===== config.mk =====
export PLATFORM = sky130hd
export DESIGN_NAME = preempt_timer_bank
export DESIGN_NICKNAME = d
export VERILOG_FILES = /design/src/rtl/preempt_timer_bank.sv
export SDC_FILE = /design/constraint.sdc
export NUM_CORES = 1
export LEC_CHECK = 0
export ABC_AREA = 1
export BUFFER_PORTS_ARGS = -buffer_cell sky130_fd_sc_hd__buf_4
export CORE_MARGIN = 8
export CORE_UTILIZATION = 40
export CTS_CLUSTER_SIZE = 12
export DETAILED_ROUTE_END_ITERATION = 6
export GPL_ROUTABILITY_DRIVEN = 0
export GPL_TIMING_DRIVEN = 0
export SLEW_MARGIN = 25
export SYNTH_ARGS = -nofsm -noshare
export SYNTH_HDL_FRONTEND = slang
export SYNTH_SLANG_ARGS = --single-unit

===== constraint.sdc =====
create_clock -name i_clock -period 8.8 [get_ports i_clock]
set_input_delay 1.32 -clock i_clock [delete_from_list [all_inputs] [get_ports i_clock]]
set_output_delay 1.32 -clock i_clock [all_outputs]
set_load 0.05 [all_outputs]

===== src/rtl/preempt_timer_bank.sv =====
`default_nettype none
// ============================================================================
// Module      : preempt_timer_bank
// Description : Bank of CHANNELS independent WIDTH-bit preemption down-counters.
//               Each channel is one-shot or periodic and raises a pending bit
//               on expiry. The pending bits are priority-encoded onto a single
//               interrupt line with an acknowledge handshake. A global pause
//               freezes every counter. All state changes on the falling edge.
// Ports       : i_clock / i_reset          - clock (falling edge), async reset
//               i_load, i_load_ch, i_load_value, i_load_periodic - load a channel
//               i_stop, i_stop_ch          - stop a channel
//               i_force, i_force_ch        - force-expire an active channel
//               i_pause                    - freeze all counters
//               i_irq_ack                  - acknowledge channel on o_irq_ch
//               o_irq, o_irq_ch            - interrupt and lowest pending channel
//               o_active, o_pending, o_overrun - per-channel status flags
//               i_read_ch, o_read_count    - count readback
// Revision    : 1.0 - initial release
// ============================================================================
module preempt_timer_bank #(
    parameter int WIDTH    = 32,
    parameter int CHANNELS = 4,
    parameter int CH_BITS  = 2
) (
    input  logic                i_clock,
    input  logic                i_reset,
    input  logic                i_load,
    input  logic [CH_BITS-1:0]  i_load_ch,
    input  logic [WIDTH-1:0]    i_load_value,
    input  logic                i_load_periodic,
    input  logic                i_stop,
    input  logic [CH_BITS-1:0]  i_stop_ch,
    input  logic                i_force,
    input  logic [CH_BITS-1:0]  i_force_ch,
    input  logic                i_pause,
    input  logic                i_irq_ack,
    output logic                o_irq,
    output logic [CH_BITS-1:0]  o_irq_ch,
    output logic [CHANNELS-1:0] o_active,
    output logic [CHANNELS-1:0] o_pending,
    output logic [CHANNELS-1:0] o_overrun,
    input  logic [CH_BITS-1:0]  i_read_ch,
    output logic [WIDTH-1:0]    o_read_count
);

    logic [WIDTH-1:0]    r_count  [CHANNELS];
    logic [WIDTH-1:0]    r_reload [CHANNELS];
    logic [CHANNELS-1:0] r_periodic;
    logic [CHANNELS-1:0] r_active;
    logic [CHANNELS-1:0] r_pending;
    logic [CHANNELS-1:0] r_overrun;
    logic                r_irq;

    logic [WIDTH-1:0]    w_count_nxt  [CHANNELS];
    logic [WIDTH-1:0]    w_reload_nxt [CHANNELS];
    logic [CHANNELS-1:0] w_periodic_nxt;
    logic [CHANNELS-1:0] w_active_nxt;
    logic [CHANNELS-1:0] w_pending_nxt;
    logic [CHANNELS-1:0] w_overrun_nxt;

    logic [CHANNELS-1:0] w_stop_hit;
    logic [CHANNELS-1:0] w_load_hit;
    logic [CHANNELS-1:0] w_ack_hit;
    logic [CHANNELS-1:0] w_expire;
    logic [CH_BITS-1:0]  w_irq_ch;
    logic [WIDTH-1:0]    w_read_count;
    logic                w_ack_valid;

    // Lowest-index pending channel wins; scanning downward lets the lowest
    // match overwrite the others.
    always_comb begin
        w_irq_ch = '0;
        for (int i = CHANNELS - 1; i >= 0; i--) begin
            if (r_pending[i]) begin
                w_irq_ch = CH_BITS'(i);
            end
        end
    end

    // Out-of-range indices match no channel and read back 0.
    always_comb begin
        w_read_count = '0;
        for (int i = 0; i < CHANNELS; i++) begin
            if (i_read_ch == CH_BITS'(i)) begin
                w_read_count = r_count[i];
            end
        end
    end

    // An acknowledge only counts while the interrupt line is actually raised.
    assign w_ack_valid = i_irq_ack & r_irq;

    always_comb begin
        w_stop_hit = '0;
        w_load_hit = '0;
        w_ack_hit  = '0;
        w_expire   = '0;
        for (int i = 0; i < CHANNELS; i++) begin
            w_stop_hit[i] = i_stop & (i_stop_ch == CH_BITS'(i));
            w_load_hit[i] = i_load & (i_load_ch == CH_BITS'(i));
            w_ack_hit[i]  = w_ack_valid & (w_irq_ch == CH_BITS'(i));
            // Force ignores pause and count; a tick expiry needs count == 0.
            w_expire[i]   = r_active[i] &
                            ((i_force & (i_force_ch == CH_BITS'(i))) |
                             (~i_pause & (r_count[i] == '0)));
        end
    end

    // Per-channel next state. Stop outranks load, load outranks any expiry.
    always_comb begin
        w_count_nxt    = r_count;
        w_reload_nxt   = r_reload;
        w_periodic_nxt = r_periodic;
        w_active_nxt   = r_active;
        w_pending_nxt  = r_pending;
        w_overrun_nxt  = r_overrun;
        for (int i = 0; i < CHANNELS; i++) begin
            if (w_stop_hit[i]) begin
                w_active_nxt[i]  = 1'b0;
                w_pending_nxt[i] = 1'b0;
                w_overrun_nxt[i] = 1'b0;
            end else if (w_load_hit[i]) begin
                w_count_nxt[i]    = i_load_value;
                w_reload_nxt[i]   = i_load_value;
                w_periodic_nxt[i] = i_load_periodic;
                w_active_nxt[i]   = (i_load_value != '0);
                w_pending_nxt[i]  = 1'b0;
                w_overrun_nxt[i]  = 1'b0;
            end else begin
                if (w_ack_hit[i]) begin
                    w_pending_nxt[i] = 1'b0;
                    w_overrun_nxt[i] = 1'b0;
                end
                if (w_expire[i]) begin
                    // A same-cycle ack consumes the old pending, so no overrun.
                    if (r_pending[i] && !w_ack_hit[i]) begin
                        w_overrun_nxt[i] = 1'b1;
                    end
                    w_pending_nxt[i] = 1'b1;
                    if (r_periodic[i]) begin
                        w_count_nxt[i] = r_reload[i];
                    end else begin
                        w_active_nxt[i] = 1'b0;
                    end
                end else if (r_active[i] && !i_pause) begin
                    // count is nonzero here, otherwise the channel expired.
                    w_count_nxt[i] = r_count[i] - WIDTH'(1);
                end
            end
        end
    end

    always_ff @(negedge i_clock or posedge i_reset) begin
        if (i_reset) begin
            for (int i = 0; i < CHANNELS; i++) begin
                r_count[i]  <= '0;
                r_reload[i] <= '0;
            end
            r_periodic <= '0;
            r_active   <= '0;
            r_pending  <= '0;
            r_overrun  <= '0;
            r_irq      <= 1'b0;
        end else begin
            r_count    <= w_count_nxt;
            r_reload   <= w_reload_nxt;
            r_periodic <= w_periodic_nxt;
            r_active   <= w_active_nxt;
            r_pending  <= w_pending_nxt;
            r_overrun  <= w_overrun_nxt;
            r_irq      <= |w_pending_nxt;
        end
    end

    assign o_irq        = r_irq;
    assign o_irq_ch     = w_irq_ch;
    assign o_active     = r_active;
    assign o_pending    = r_pending;
    assign o_overrun    = r_overrun;
    assign o_read_count = w_read_count;

endmodule
`default_nettype wire


After elaboration in Yosys (flattened, before gate mapping)
Cells that the tools add are included.
- input port bits: 48
- flip-flop bits (word level): 273
- reductions and logical operators: 44
- add/sub/neg operators: 4
- equality and inequality tests: 23
- muxes and demuxes: 76
- bitwise logic cells: 34
- operators by type and width (cell ; count):
    $mux 32 ; 20
    $logic_not 32->1 ; 4
    $sub 32x1->32 const B ; 4
    $mux 1 ; 52
    $reduce_bool 32->1 ; 1
    $and 1x1->1 ; 25
    $reduce_bool 3->1 ; 8
    $eq 2x2->1 const B ; 10
    $reduce_and 2->1 ; 8
    $ne 3x1->1 const B ; 4
    $ne 3x3->1 const B ; 4
    $reduce_and 3->1 ; 4
    $eq 2x1->1 const B ; 5
    $logic_not 2->1 ; 5
    $logic_and 1x1->1 ; 8
    $mux 2 ; 4
    $logic_not 1->1 ; 5
    $not 1->1 ; 5
    $or 1x1->1 ; 4
    $reduce_or 4->1 ; 1

Logic depth before layout (Yosys ltp)
- depth in word-level cells: 12
- gate-level depth with buffers: 16
- depth with buffers taken out: 15

==> flow_metrics.env <==
export IMPL_synth_top_family_by_area="simple AND/OR/NAND/NOR gates"
export IMPL_r2r_end="r_count[124]$_DFFE_NP0P_"
export IMPL_dieArea_um2=52600
export IMPL_nFillCells=4720
export IMPL_placedCellCount=3537
export IMPL_ys_ff_latch=273
export IMPL_viasPerCell=5.68
export IMPL_dp_hpwl_mm=63.0
export IMPL_firstDrtPassIters=7
export IMPL_final_cell_mix="1077 x nand2_1, 382 x nand3_1, 276 x nor2_1"
export IMPL_status="complete, no violations"
export IMPL_syn_area_um2=18200
export IMPL_path_class="reg2out"
export IMPL_ys_async_sr_fraction=1.00
export IMPL_critPathSlowestCell="o22ai_1"
export IMPL_worst_setup_path_end_kind="primary output"
export IMPL_min_path_cells=2
export IMPL_powerDensity_nw_per_um2=329
export IMPL_synthAdderAreaFrac=0.00549
export IMPL_fp_row_count=78
export IMPL_min_path_type="reg2reg"
export IMPL_crit_fanout=4
export IMPL_yosysSeqAreaShare=0.375
export IMPL_clk_root_buffer_cell="clkbuf_16"
export IMPL_p_int_uw=3490
export IMPL_setup_violations=0
export IMPL_drtAntennaViolNets=0
export IMPL_crit_path_end="o_read_count[6]"
export IMPL_synth_edf_count=0
export IMPL_crit_chain="inv_1 -> o22ai_1 -> a21oi_1 -> o21ai_0 -> buf_4"
export IMPL_crit_start="r_count[70]$_DFFE_NP0P_"
export IMPL_synth_fp_nets=2890
export IMPL_synth_ff_type="dfrtn_1"
export IMPL_cts_inserted_buffers=31
export IMPL_postSynthCellCount=2834
export IMPL_htree_levels=1
export IMPL_dieWidth_um=229
export IMPL_fin_area_um2=20900
export IMPL_pwr_share_comb=0.472
export IMPL_synth_cell_types=34
export IMPL_diodes=0
export IMPL_synthMuxAreaShare=0
export IMPL_antenna_found_initial=1
export IMPL_grt_max_degree=31
export IMPL_tightest_slew_ns=1.06
export IMPL_cp_start_kind="flip-flop"
export IMPL_switching_share=0.493
export IMPL_required_ns=7.48
export IMPL_ctsResizeCount=0
export IMPL_arrival_ns=6.87
export IMPL_top_level_ports=95
export IMPL_seqPwrFrac=0.326
export IMPL_grt_pass1_vias=18900
export IMPL_post_drt_wl_per_cell_um=22.9
export IMPL_num_vias=20400
export IMPL_slowest_delay_ns=0.72
export IMPL_dpl_instance_area_um2=19900
export IMPL_drive_gt1_frac=0.0852
export IMPL_clk_path_buf_depth=3
export IMPL_final_common_cell="nand2_1"
export IMPL_dr_first_iter_drc_count=3090
export IMPL_nets=3026
export IMPL_rrSetupSlack_ns=6.29
export IMPL_seq_area_um2=6830
export IMPL_stdcell_count=3594
export IMPL_portBuffers=93
export IMPL_post_cts_setup_buffer_count=0
export IMPL_clock_latency_ns=0.58
export IMPL_whs_ns=0.424
export IMPL_drt_total_wl_mm=82.3
export IMPL_core_area_um2=45200
export IMPL_power_frac_clock=0.202
export IMPL_synthXorXnorAreaFrac=0.0332
export IMPL_multi_input_area_um2=9840
export IMPL_syn_area_per_cell_um2=6.43
export IMPL_synth_simple_gate_area_frac=0.423
export IMPL_rr_startpoint="r_count[96]$_DFFE_NP0P_"
export IMPL_max_slew_margin=0.290
export IMPL_vdd_ir_drop_max_mv=0.154
export IMPL_worst_slack_ns=0.606
export IMPL_net_switching_power_uw=3390
export IMPL_synth_compound_area_share=0.0784
export IMPL_cts_hold_fix_buffers=0
export IMPL_hold_viol=0
export IMPL_drc=0
export IMPL_maxCapViolations=0
export IMPL_p_leak_uw=0.0108
export IMPL_cts_reportedPaths_clkPinSlew_ns=0.04
export IMPL_die_y_um=229
export IMPL_dp_slack_ns=0.547
export IMPL_syn_to_final_growth_pct=15.0
export IMPL_worst_clock_skew_ns=0.0104
export IMPL_grt_overflow=0
export IMPL_reg2reg_depth=13
export IMPL_clock_sinks=273
export IMPL_yosysWarningCount=0
export IMPL_slew_viol_final=0
export IMPL_start_util=0.403
export IMPL_cts_tree="done"
export IMPL_rsz0062_at_grt="false"
export IMPL_grt_pass1_wl_mm=121
export IMPL_grtUsageTotal=0.303
metrics by stage:
step | TNS, ns | power (uW) | util
after floorplan | -102.79 | 4260 | -
after global placement | -578.41 | 5310 | 0.435
after detailed placement | 0 | 5350 | 0.440
after CTS | 0 | 6750 | 0.463
after global routing | 0 | 7280 | 0.463
final | 0 | 6880 | 0.463
cell families (layout without fill, tap and decap cells):
group	count (synthesis)	after routing
AO/OA/AOI/OAI	267	267
XOR/XNOR	69	69
adder cells (fa/ha/maj)	8	8
buffers and inverters	383	543
flip-flops	273	273
AND/OR/NAND/NOR	1834	1834
layout make-up:
cell class / instances / share of cell area
repair buffers: 103 / 0.0433
clock buffers: 45 / 0.0424
flip-flops and latches: 273 / 0.326
inverters: 246 / 0.0443
plain buffers: 137 / 0.0302
multi-input cells: 2178 / 0.470
well taps: 600 / 0.0358
clock inverters: 12 / 0.00818
flip-flops by register name, summed over array words and instances (netlist names):
signal	cells
o_overrun	4
r_periodic	4
r_count	128
o_irq	1
o_pending	4
r_reload	128
o_active	4
cells in the mapped netlist, types with 7 or more instances:
library cell  number  area share
a21oi_1           27      0.0074
buf_2             40       0.011
clkbuf_1          80       0.016
dfrtn_1          273        0.37
ha_1               8      0.0055
inv_1            214       0.044
inv_2             30      0.0062
nand2_1         1077        0.22
nand2_2            7      0.0024
nand3_1          382        0.10
nand3b_1          52       0.021
nand4_1           16      0.0055
nor2_1           276       0.057
nor4_1             7      0.0024
o21ai_0          155       0.043
o21ai_1           48       0.013
o22ai_1           25      0.0086
xnor2_1           10      0.0048
xor2_1            59       0.028
critical path, delay by kind of cell, from the launching register on:
family	cells	cell delay (ns)
flip-flops	1	0.46
AO/OA/AOI/OAI	3	1.03
buffers and inverters	2	0.40
power by group through the flow:
| stage | combinational, uW | sequential (uW) | clock [uW] |
|---|---|---|---|
| CTS | 3150 | 2210 | 1390 |
| finish | 3250 | 2250 | 1390 |
| floorplan | 2250 | 2010 | 0 |
| global placement | 3100 | 2220 | 0 |
| global route | 3580 | 2280 | 1430 |
| detailed placement | 3130 | 2220 | 0 |
how the worst min path moves through the flow:
stage,start,end
after CTS,r_reload[53]$_DFFE_NP0P_,r_reload[53]$_DFFE_NP0P_
after floorplan,r_reload[101]$_DFFE_NP0P_,r_reload[101]$_DFFE_NP0P_
after global routing,r_reload[18]$_DFFE_NP0P_,r_reload[18]$_DFFE_NP0P_
final,r_reload[102]$_DFFE_NP0P_,r_reload[102]$_DFFE_NP0P_
after global placement,r_reload[52]$_DFFE_NP0P_,r_reload[52]$_DFFE_NP0P_
after detailed placement,r_reload[53]$_DFFE_NP0P_,r_reload[53]$_DFFE_NP0P_
routing by layer:
metal	global-route usage	wire [um]
met5	0	0
met3	0.0894	10400
met1	0.403	32600
met4	0.180	5960
met2	0.428	33300
(Power assumes the default switching activity.)
